$ cat config.mk
export PLATFORM = sky130hd
export DESIGN_NAME = renkon_conv_wload
export DESIGN_NICKNAME = d
export VERILOG_FILES = /design/src/rtl/renkon_conv_wload.sv
export SDC_FILE = /design/constraint.sdc
export NUM_CORES = 1
export LEC_CHECK = 0
export BUFFER_PORTS_ARGS = -buffer_cell sky130_fd_sc_hd__buf_2
export CAP_MARGIN = 25
export CORE_MARGIN = 2
export CORE_UTILIZATION = 45
export DETAILED_ROUTE_END_ITERATION = 8
export PLACE_DENSITY = 0.9
export SLEW_MARGIN = 40
export SYNTH_ARGS = -nofsm -noshare
export SYNTH_HDL_FRONTEND = slang
export SYNTH_SLANG_ARGS = --single-unit
$ cat constraint.sdc
create_clock -name clk -period 2.4 [get_ports clk]
set_clock_uncertainty 0.05 [all_clocks]
set_input_delay 0.36 -clock clk [delete_from_list [all_inputs] [get_ports clk]]
set_output_delay 0.36 -clock clk [all_outputs]
set_load 0.02 [all_outputs]
$ cat src/rtl/renkon_conv_wload.sv
// renkon_conv_wload: streams one FSIZE x FSIZE kernel of weights from
// weight memory into the serial weight shift register, tap 0 first.
module renkon_conv_wload #(
    parameter int DWIDTH = 16,
    parameter int AWIDTH = 12,
    parameter int FSIZE  = 5,
    parameter int RLAT   = 1
) (
    input  logic                     clk,
    input  logic                     xrst,
    input  logic                     start,
    input  logic        [AWIDTH-1:0] base_addr,
    output logic                     mem_re,
    output logic        [AWIDTH-1:0] mem_addr,
    input  logic signed [DWIDTH-1:0] mem_rdata,
    output logic signed [DWIDTH-1:0] read_weight,
    output logic                     wreg_we,
    output logic                     busy,
    output logic                     done
);

    localparam int NTAP = FSIZE * FSIZE;
    localparam int CW   = (NTAP > 1) ? $clog2(NTAP) : 1;
    localparam logic [CW-1:0] LAST = CW'(NTAP - 1);

    typedef enum logic [1:0] {
        IDLE,
        ISSUE,
        DRAIN,
        DONE
    } state_t;

    state_t            state;
    state_t            state_nxt;
    logic [AWIDTH-1:0] base_q;
    logic [CW-1:0]     cnt;
    logic [RLAT-1:0]   pipe;
    logic              accept;
    logic              drained;

    assign accept = (state == IDLE) && start;

    // Pipeline is empty after this cycle once every stage but the
    // output stage is clear and no new read is being issued.
    assign drained = (RLAT'({pipe, 1'b0}) == '0);

    assign mem_addr    = base_q + AWIDTH'(cnt);
    assign wreg_we     = pipe[RLAT-1];
    assign read_weight = mem_rdata;

    // State register.
    always_ff @(posedge clk) begin
        if (!xrst) begin
            state <= IDLE;
        end else begin
            state <= state_nxt;
        end
    end

    // Next-state and per-state outputs.
    always_comb begin
        state_nxt = state;
        mem_re    = 1'b0;
        busy      = 1'b0;
        done      = 1'b0;
        unique case (state)
            IDLE: begin
                if (start) begin
                    state_nxt = ISSUE;
                end
            end
            ISSUE: begin
                mem_re = 1'b1;
                busy   = 1'b1;
                if (cnt == LAST) begin
                    state_nxt = DRAIN;
                end
            end
            DRAIN: begin
                busy = 1'b1;
                if (drained) begin
                    state_nxt = DONE;
                end
            end
            DONE: begin
                done      = 1'b1;
                state_nxt = IDLE;
            end
            default: begin
                state_nxt = IDLE;
            end
        endcase
    end

    // Base latch and tap counter; counter parks on the last tap so the
    // address holds while no reads are issued.
    always_ff @(posedge clk) begin
        if (!xrst) begin
            base_q <= '0;
            cnt    <= '0;
        end else if (accept) begin
            base_q <= base_addr;
            cnt    <= '0;
        end else if (mem_re && (cnt != LAST)) begin
            cnt <= cnt + CW'(1);
        end
    end

    // Read-enable delay line matching the memory read latency.
    always_ff @(posedge clk) begin
        if (!xrst) begin
            pipe <= '0;
        end else begin
            pipe <= RLAT'({pipe, mem_re});
        end
    end

endmodule

; ---- After elaboration in Yosys (flattened, before gate mapping)
; Cells that the tools add are included.
[totals]
elab_cells = 26
register_bits = 20
[classes]
addsub = 2
reduce_logical = 6
bitwise = 1
mux = 6
n_eq_ne = 7
[ops]
columns = operator, count
row1 = adder 12 x 5 -> 12 bit, 1
row2 = case mux 2 bit (4 select lines), 1
row3 = "adder 5 x 1 -> 5 bit, second input constant", 1
row4 = "== test 5 bit, second input constant", 1
row5 = "inequality test 5 bit, second input constant", 1
row6 = "== test 2 bit, second input constant", 2
row7 = 2-to-1 mux 2 bit, 2
row8 = "inequality test 2 bit, second input constant", 2
row9 = OR reduction 2 bit, 2
row10 = 2-to-1 mux 1 bit, 3
row11 = "== test 2 x 1 -> 1 bit, second input constant", 1
row12 = logical AND 1 bit, 2
row13 = logical NOT 2 bit, 1
row14 = AND reduction 2 bit, 1
row15 = inverter 1 bit, 1

; ---- Depth between registers and ports, before layout
; Gate-level depths: netlist of the first run.
[logic_depth]
word_depth = 3
depth_mapped = 7

; ---- Worst setup path before layout of the first run
; No wires, ideal clock.
[synth_path]
path_type = reg-to-output
start = register cnt[0]
end = output port mem_addr[8]
path_stages_with_launch = 8
path_slack_ps = 152
arrival_time_ps = 1838
path_buffers = 0
cell_sequence = dfxtp_1 > ha_1 > inv_1 > fa_1 > nand2b_1 > a21oi_2 > o2111ai_1 > xnor2_1
[synth_between]
elab_chain_len = 1
[synth_rtl]
columns = item, line
row1 = start: declaration, 36  ; logic [CW-1:0] cnt;
row2 = start signal: assignment, 105  ; cnt <= cnt + CW'(1);
row3 = adder 12 x 5 -> 12 bit, 47  ; assign mem_addr = base_q + AWIDTH'(cnt);
row4 = end: declaration, 14  ; output logic [AWIDTH-1:0] mem_addr,
; No other way between the ends.

; ---- Worst setup path after layout of the first run
[layout_path]
start = register base_q[0]
end = output port mem_addr[8]
[layout_between]
elab_chain_len = 1
[layout_rtl]
columns = item, line
row1 = start: declaration, 35  ; logic [AWIDTH-1:0] base_q;
row2 = start signal: assignment, 102  ; base_q <= base_addr;
row3 = adder 12 x 5 -> 12 bit, 47
; No other way between the ends.

==> flow_metrics.env, run 1 <==
export IMPL_dieArea_sq_um=3320
export IMPL_cts_root_buffer="clkbuf_4"
export IMPL_grt_pass1_vias=1004
export IMPL_final_cells=202
export IMPL_ys_warn_count=0
export IMPL_drt_initial_drc_count=10
export IMPL_synth_top_area_share_pct=30.9
export IMPL_h_tree_depth=1
export IMPL_cts_made_buffers=3
export IMPL_setup_slack_ps=6.92
export IMPL_clock_fmax_mhz=418
export IMPL_ys_types=29
export IMPL_core_rowCount=19
export IMPL_grt_usage_pct=15.5
export IMPL_post_dp_cell_area_sq_um=1350
export IMPL_avgViaCountPerCell=5.05
export IMPL_grt_max_degree=18
export IMPL_wl_per_cell_microns=11.7
export IMPL_coreArea_sq_um=2730
export IMPL_cp_max_fo=4
export IMPL_clk_latency_ps=290
export IMPL_dp_cells=194
export IMPL_area_delta_synth_final_pct=14.3
export IMPL_vdd_drop_max_mv=0.686
export IMPL_status="finished, final reports clean"
export IMPL_ys_ff_latch=20
export IMPL_die_x_microns=57.6
export IMPL_antenna_found_initial=0
export IMPL_finalCritPeriodShare_pct=99.7
export IMPL_grt_pass1_wl_microns=4150
export IMPL_synth_top_area_cell="dfxtp_1"
export IMPL_num_vias=1021
export IMPL_power_density_nw_per_um2=909
export IMPL_syn_num_nets=196
export IMPL_syn_inst=152
export IMPL_drc=0
export IMPL_cts_tree="built"
export IMPL_finalWirelength_microns=2360
export IMPL_final_common_cell="nand2_1"
export IMPL_rsz0062_at_grt="true"
export IMPL_grt_ovfl_total=0
export IMPL_clockBufferDepth=2
export IMPL_drtAntennaViolNets=0
export IMPL_maxSlewViolCount=0
export IMPL_synth_area_leaders="dfxtp_1 31%, ha_1 12%, buf_4 9.3%, nand2_1 8.7%, a21boi_0 7.0%"
export IMPL_ys_seq_area_share_pct=30.9
export IMPL_start_kind="flop"
export IMPL_fillers=240
export IMPL_routabilityCongestion=0.801
export IMPL_pre_cts_ws_ps=52.9
export IMPL_dp_final_hpwl_microns=1790
export IMPL_ios=63
export IMPL_finalHoldViolCount=0
export IMPL_clk_pin_slew_ps=110
export IMPL_layout_common_cells="30 x nand2_1, 27 x buf_2, 17 x dfxtp_1"
export IMPL_worstMarginPinSlew_ps=423
export IMPL_numPortBuffers=30
export IMPL_clock_sinks=20
export IMPL_first_pass_iters=4
export IMPL_diodes=0
export IMPL_leakagePower_uw=0.000664
export IMPL_drive_above_1_share_pct=29.8
export IMPL_max_slew_margin_pct=71.8
export IMPL_crit_type="flop to output pin"
export IMPL_whs_ps=248
export IMPL_cp_data_arrival_time_ps=1980
export IMPL_drv_cap=0
export IMPL_setup_viol=0
export IMPL_dieHeight_microns=57.6
export IMPL_syn_avg_cell_area_sq_um=8.51
export IMPL_syn_area_sq_um=1290
export IMPL_setup_worst_path_end_class="output pin"
export IMPL_min_period_ps=2390
export IMPL_initial_core_util_pct=47.3
export IMPL_power_uw=1340
export IMPL_finalNetCount=216
export IMPL_hp_class="input port to flop"
export IMPL_finalInstanceArea_sq_um=1480
export IMPL_crit_required_ps=1990
export IMPL_postCtsHoldBufs=0
sequential cells by signal, indices dropped and copies added (netlist names):
register  count
base_q       12
cnt           5
state         2
wreg_we       1
final cells by class:
class	count	area [sq um]	area share, %
flip-flops and latches	20	404	27.3
repair buffers	34	188	12.7
multi-input cells	106	769	52.0
well taps	31	38.8	2.62
clock buffers	3	22.5	1.52
clock inverters	1	30.0	2.03
inverters	7	26.3	1.78
logic make-up after synthesis:
family | Yosys count | share of synthesized area, %
AOI/OAI and AO/OA | 29 | 16.1
DFF | 20 | 30.9
buffers and inverters | 26 | 12.4
and+or+nand+nor | 51 | 18.7
xor gates and xnor gates | 13 | 8.80
adders and majority gates | 13 | 13.2
worst paths after layout:
kind	cells after the start	from	slack (ps)	end
min	3	base_addr[9]	250	base_q[9]$_SDFFE_PN0P_
min reg2reg	2	base_q[2]$_SDFFE_PN0P_	440	base_q[2]$_SDFFE_PN0P_
max reg2reg	5	state[0]$_SDFFE_PN0P_	880	cnt[1]$_SDFFE_PP0P_
max	8	base_q[0]$_SDFFE_PN0P_	7	mem_addr[8]
stage by stage:
step | TNS (ps) | utilization, %
final | 0 | 54.1
after global routing | -221 | 54.1
after CTS | -30.3 | 53.3
after detailed placement | 0 | 49.3
after global placement | 0 | 49.3
after floorplan | 0 | -
timing repair:
item                       4_1_cts  5_1_grt
cloned                           0        0
pin swaps                        2        4
setup endpoints to repair        4        3
resized for setup               10        3
setup buffers                    2        2
synth_stat cells:
cell / number
nor2b_1: 1
o21ai_1: 1
o211ai_1: 1
nand3_1: 4
nand4_1: 3
a21oi_2: 2
buf_4: 16
clkbuf_1: 1
buf_2: 2
inv_1: 7
nand2b_1: 2
dfxtp_1: 20
o21ai_2: 1
xor2_1: 4
o2111ai_1: 1
xnor2_1: 9
o211ai_2: 1
and4_1: 1
ha_1: 12
a21boi_0: 12
nand4b_4: 1
and2_1: 2
a21o_1: 1
a21oi_1: 4
fa_1: 1
a211oi_1: 2
nor2_1: 7
nand2_1: 30
o21ai_0: 3
worst max-delay path, stage by stage, from the launching register on:
cell and delay [ps]:
dfxtp_2 370, ha_4 140, inv_2 30, fa_2 340
nand2b_4 160, a21oi_4 160, o2111ai_2 120, xnor2_1 190
buf_4 170
power breakdown:
part,switching [uW],total (uW),internal [uW]
clock network,98.4,267,169
logic,377,604,227
registers,67.6,472,405
total,543,1340,801
routing by layer:
layer	track usage [%]	share of wire (%)	up-vias
li1	-	-	532
met5	0	0	-
met4	6.31	1.8	0
met3	2.23	5.3	4
met2	26.6	47	21
met1	19.4	46	464
Power figures use the tool's default switching activity.
==> run 2, diff against run 1 <==
--- a/config.mk
+++ b/config.mk
@@ -8,9 +8,10 @@
 export BUFFER_PORTS_ARGS = -buffer_cell sky130_fd_sc_hd__buf_2
 export CAP_MARGIN = 25
 export CORE_MARGIN = 2
-export CORE_UTILIZATION = 45
+export CORE_UTILIZATION = 37
 export DETAILED_ROUTE_END_ITERATION = 8
-export PLACE_DENSITY = 0.9
+export PLACE_DENSITY = 0.79
+export SETUP_SLACK_MARGIN = 0.02
 export SLEW_MARGIN = 40
 export SYNTH_ARGS = -nofsm -noshare
 export SYNTH_HDL_FRONTEND = slang
==> flow_metrics.env, run 2 (same netlist as run 1, synthesis figures left out) <==
export IMPL_status="finished, final reports clean"
export IMPL_drt_initial_drc_count=27
export IMPL_cts_made_buffers=3
export IMPL_start_kind="flop"
export IMPL_drive_above_1_share_pct=32.9
export IMPL_maxSlewViolCount=0
export IMPL_coreArea_sq_um=3340
export IMPL_h_tree_depth=1
export IMPL_cts_root_buffer="clkbuf_4"
export IMPL_die_x_microns=63.1
export IMPL_finalWirelength_microns=2710
export IMPL_setup_viol=0
export IMPL_clk_pin_slew_ps=100
export IMPL_first_pass_iters=4
export IMPL_multi_input_area_sq_um=800
export IMPL_max_stage_delay_ps=400
export IMPL_dieHeight_microns=63.1
export IMPL_finalCritPeriodShare_pct=97.8
export IMPL_seq_area_sq_um=408
export IMPL_initial_core_util_pct=38.8
export IMPL_path_cells="inv_1 -> fa_2 -> nand2b_4 -> a21oi_4 -> o21ai_0 -> xnor2_1 -> buf_4"
export IMPL_final_common_cell="nand2_1"
export IMPL_finalSetupTns_ps=0
export IMPL_min_period_ps=2350
export IMPL_clk_latency_ps=290
export IMPL_largestRegisters="base_q (12), cnt (5), state (2)"
export IMPL_whs_ps=255
export IMPL_clock_sinks=20
export IMPL_drv_cap=0
export IMPL_ios=63
export IMPL_finalHoldViolCount=0
export IMPL_power_density_nw_per_um2=839
export IMPL_rsz0062_at_grt="true"
export IMPL_dieArea_sq_um=3990
export IMPL_crit_path_top_delay_cell="dfxtp_1"
export IMPL_wl_per_cell_microns=12.4
export IMPL_drc=0
export IMPL_antenna_found_initial=0
export IMPL_cts_tree="built"
export IMPL_vdd_drop_max_mv=0.515
export IMPL_regMostFlops="base_q"
export IMPL_setup_worst_path_end_class="output pin"
export IMPL_finalNetCount=218
export IMPL_drtAntennaViolNets=0
export IMPL_critical_path_top_delay_family="flip-flops"
export IMPL_area_delta_synth_final_pct=18.5
export IMPL_diodes=0
export IMPL_critPathBufInv=2
export IMPL_grt_usage_pct=13.6
export IMPL_grt_pass1_wl_microns=4310
export IMPL_num_vias=1070
export IMPL_clockBufferDepth=2
export IMPL_avgViaCountPerCell=4.89
export IMPL_core_rowCount=21
export IMPL_hp_class="input port to flop"
export IMPL_dp_final_hpwl_microns=1970
export IMPL_clock_fmax_mhz=426
export IMPL_routabilityCongestion=0.799
export IMPL_largest_reg_flops=12
export IMPL_grt_ovfl_total=0
export IMPL_layout_common_cells="30 x nand2_1, 26 x buf_2, 16 x dfxtp_1"
export IMPL_leakagePower_uw=0.000663
export IMPL_numPortBuffers=30
export IMPL_grt_pass1_vias=1038
export IMPL_grt_max_degree=18
export IMPL_cp_data_arrival_time_ps=1940
export IMPL_crit_required_ps=1990
export IMPL_fillers=329
export IMPL_worstMarginPinSlew_ps=411
export IMPL_max_slew_margin_pct=72.5
export IMPL_crit_type="flop to output pin"
export IMPL_cp_max_fo=4
[run 2: per-layer routing]
metal | vias to the layer above | GRT usage, % | routed length, microns
li1 | 537 | - | -
met1 | 498 | 15.6 | 1170
met2 | 31 | 23.9 | 1340
met3 | 4 | 3.04 | 170
met4 | 0 | 6.11 | 36
met5 | - | 0 | 0
[run 2: timing repair]
item                       4_1_cts  5_1_grt
pin swaps                        4        5
hold endpoints to repair         0        0
buffers inserted                 5        1
gates resized for setup         10       10
setup endpoints to repair        3        7
hold buffers                     0        0
[run 2: report_power, final]
| group | switching, uW | total (uW) | internal (uW) |
|---|---|---|---|
| Clock | 95.4 | 188 | 92.4 |
| Combinational | 384 | 620 | 236 |
| Sequential | 73.6 | 478 | 404 |
[run 2: metrics by stage]
stage	setup slack (ps)	instances	util, %	cell area [sq um]	total power [uW]
floorplan	152	152	-	1290	939
global placement	164	209	41.0	1370	1040
detailed placement	140	209	41.0	1370	1050
CTS	13.1	218	44.4	1480	1270
global route	-45.5	219	45.9	1530	1390
finish	52.1	219	45.9	1530	1290
[run 2: path summary, 6_finish.rpt]
check | start | end | slack (ps) | cells after the start
min reg2reg | base_q[0]$_SDFFE_PN0P_ | base_q[0]$_SDFFE_PN0P_ | 450 | 2
max reg2reg | state[0]$_SDFFE_PN0P_ | cnt[1]$_SDFFE_PP0P_ | 890 | 5
max | base_q[1]$_SDFFE_PN0P_ | mem_addr[6] | 50 | 7
min | base_addr[9] | base_q[9]$_SDFFE_PN0P_ | 250 | 3
[run 2: area by class of cell]
class | count | share of cell area, %
Multi-Input combinational cell | 106 | 52.2
Clock buffer | 4 | 2.37
Inverter | 7 | 1.71
Timing Repair Buffer | 36 | 13.4
Sequential cell | 20 | 26.6
Tap cell | 46 | 3.76
[run 2: tightest hold or removal path, stage by stage]
cell      delay, ps
buf_2           100
nand2_1          40
a21boi_0         60
==> run 3, diff against run 2 <==
==> constraint.sdc (replaced) <==
create_clock -name clk -period 2.55 [get_ports clk]
set_clock_uncertainty 0.05 [all_clocks]
set_input_delay 0.3825 -clock clk [delete_from_list [all_inputs] [get_ports clk]]
set_output_delay 0.3825 -clock clk [all_outputs]
set_load 0.02 [all_outputs]
==> flow_metrics.env, run 3 (same netlist as run 1, synthesis figures left out) <==
export IMPL_status="finished, final reports clean"
export IMPL_start_kind="flop"
export IMPL_diodes=0
export IMPL_cp_max_fo=4
export IMPL_postCtsHoldBufs=0
export IMPL_layout_common_cells="30 x nand2_1, 28 x buf_2, 18 x dfxtp_1"
export IMPL_min_period_ps=2470
export IMPL_dp_final_hpwl_microns=1960
export IMPL_grt_max_degree=18
export IMPL_maxSlewViolCount=0
export IMPL_cp_data_arrival_time_ps=2040
export IMPL_drv_cap=0
export IMPL_num_vias=1034
export IMPL_clock_sinks=20
export IMPL_startpoint="base_q[0]$_SDFFE_PN0P_"
export IMPL_area_delta_synth_final_pct=12.3
export IMPL_leakagePower_uw=0.000646
export IMPL_clock_fmax_mhz=405
export IMPL_multi_input_area_sq_um=759
export IMPL_seq_area_sq_um=403
export IMPL_finalInstanceArea_sq_um=1450
export IMPL_critical_path_top_delay_family="adder cells"
export IMPL_grt_pass1_wl_microns=4060
export IMPL_setup_viol=0
export IMPL_cts_made_buffers=3
export IMPL_fillers=355
export IMPL_wl_per_cell_microns=11.5
export IMPL_reg2reg_depth=5
export IMPL_cts_root_buffer="clkbuf_4"
export IMPL_h_tree_depth=1
export IMPL_grt_pass1_vias=999
export IMPL_routabilityCongestion=0.797
export IMPL_finalCritPeriodShare_pct=96.8
export IMPL_hp_class="input port to flop"
export IMPL_core_rowCount=21
export IMPL_regMostFlops="base_q"
export IMPL_drive_above_1_share_pct=27.8
export IMPL_r2r_end="cnt[0]$_SDFFE_PP0P_"
export IMPL_rsz0062_at_grt="true"
export IMPL_finalNetCount=214
export IMPL_largest_reg_flops=12
export IMPL_grt_ovfl_total=0
export IMPL_grt_usage_pct=12.5
export IMPL_critPathBufInv=2
export IMPL_initial_core_util_pct=38.8
export IMPL_vdd_drop_max_mv=0.446
export IMPL_worstMarginPinSlew_ps=411
export IMPL_final_common_cell="nand2_1"
export IMPL_cp_num_cells=8
export IMPL_power_density_nw_per_um2=808
export IMPL_ios=63
export IMPL_finalSetupTns_ps=0
export IMPL_setup_worst_path_end_class="output pin"
export IMPL_reg2reg_from="state[0]$_SDFFE_PN0P_"
export IMPL_dieArea_sq_um=3990
export IMPL_drtAntennaViolNets=0
export IMPL_clockBufferDepth=2
export IMPL_clk_pin_slew_ps=100
export IMPL_drt_initial_drc_count=10
export IMPL_coreArea_sq_um=3340
export IMPL_drc=0
export IMPL_clk_latency_ps=290
export IMPL_finalHoldViolCount=0
export IMPL_dieHeight_microns=63.1
export IMPL_max_slew_margin_pct=72.6
export IMPL_path_cells="ha_2 -> inv_1 -> fa_2 -> nand2b_4 -> a21oi_4 -> o211ai_1 -> xnor2_1 -> buf_2"
export IMPL_power_uw=1170
export IMPL_antenna_found_initial=0
export IMPL_max_stage_delay_ps=350
export IMPL_avgViaCountPerCell=4.81
export IMPL_cts_tree="built"
export IMPL_die_x_microns=63.1
export IMPL_finalWirelength_microns=2460
export IMPL_r2r_slack_ps=1030
export IMPL_post_dp_cell_area_sq_um=1370
export IMPL_numPortBuffers=30
export IMPL_finish_utilization_pct=43.5
export IMPL_crit_required_ps=2120
export IMPL_largestRegisters="base_q (12), cnt (5), state (2)"
export IMPL_crit_path_top_delay_cell="dfxtp_2"
export IMPL_first_pass_iters=3
export IMPL_endpoint="mem_addr[10]"
export IMPL_crit_type="flop to output pin"
## run 3: cell types whose count changed in the layout (fill, tap and decap cells not counted), moves of 2 or more
cell	previous run	this run
dfxtp_1	16	18
buf_2	26	28
ha_1	9	11
buf_4	10	4
ha_4	3	0
## run 3: worst min-delay path by stage
stage          cells after the start                endpoint              startpoint
6_report                           3  base_q[9]$_SDFFE_PN0P_            base_addr[9]
5_1_grt                            3  base_q[2]$_SDFFE_PN0P_            base_addr[2]
4_1_cts                            3  base_q[3]$_SDFFE_PN0P_            base_addr[3]
3_5_place_dp                       2  base_q[4]$_SDFFE_PN0P_  base_q[4]$_SDFFE_PN0P_
3_3_place_gp                       2  base_q[4]$_SDFFE_PN0P_  base_q[4]$_SDFFE_PN0P_
2_1_floorplan                      2  base_q[0]$_SDFFE_PN0P_  base_q[0]$_SDFFE_PN0P_
## run 3: repair_timing
action                     4_1_cts  5_1_grt
setup endpoints to repair        3        3
pin swaps                        1        2
cloned                           0        0
gates resized for setup          5        4
setup buffers                    2        0
## run 3: through the flow
| stage | setup slack, ps | hold WS, ps | std cells |
|---|---|---|---|
| final | 82.4 | 278 | 215 |
| after global placement | 293 | 409 | 209 |
| after floorplan | 280 | 398 | 152 |
| after global routing | -3.41 | 276 | 215 |
| after detailed placement | 262 | 428 | 209 |
| after CTS | 27.5 | 273 | 215 |
## run 3: layout make-up
cell class / instances / share of cell area, %
clock buffer: 4 / 2.50
timing repair buffer: 32 / 11.7
tap: 46 / 3.96
sequential: 20 / 27.7
inverter: 7 / 1.81
multi-input combinational: 106 / 52.3
## run 3: where the power goes
group          total (uW)  switching [uW]  internal [uW]  leakage, uW
clock                 176            88.9           87.0    0.0000210
combinational         558             352            206     0.000461
sequential            440            60.1            380     0.000164
total                1170             501            673     0.000646
## run 3: layer usage
metal	vias up	wire length [microns]	share of wire, %	global-route usage, %
li1	525	-	-	-
met1	480	1110	45	15.5
met2	27	1200	48	21.0
met3	2	131	5.3	2.68
met4	0	27	1.1	5.28
met5	-	0	0	0
## run 3: worst reg2reg max path, cell delays in order (launching register included)
cell and delay, ps:
dfxtp_1 390, inv_1 100, ha_1 220, nand2_1 310, nand2_1 220, nor2_1 160
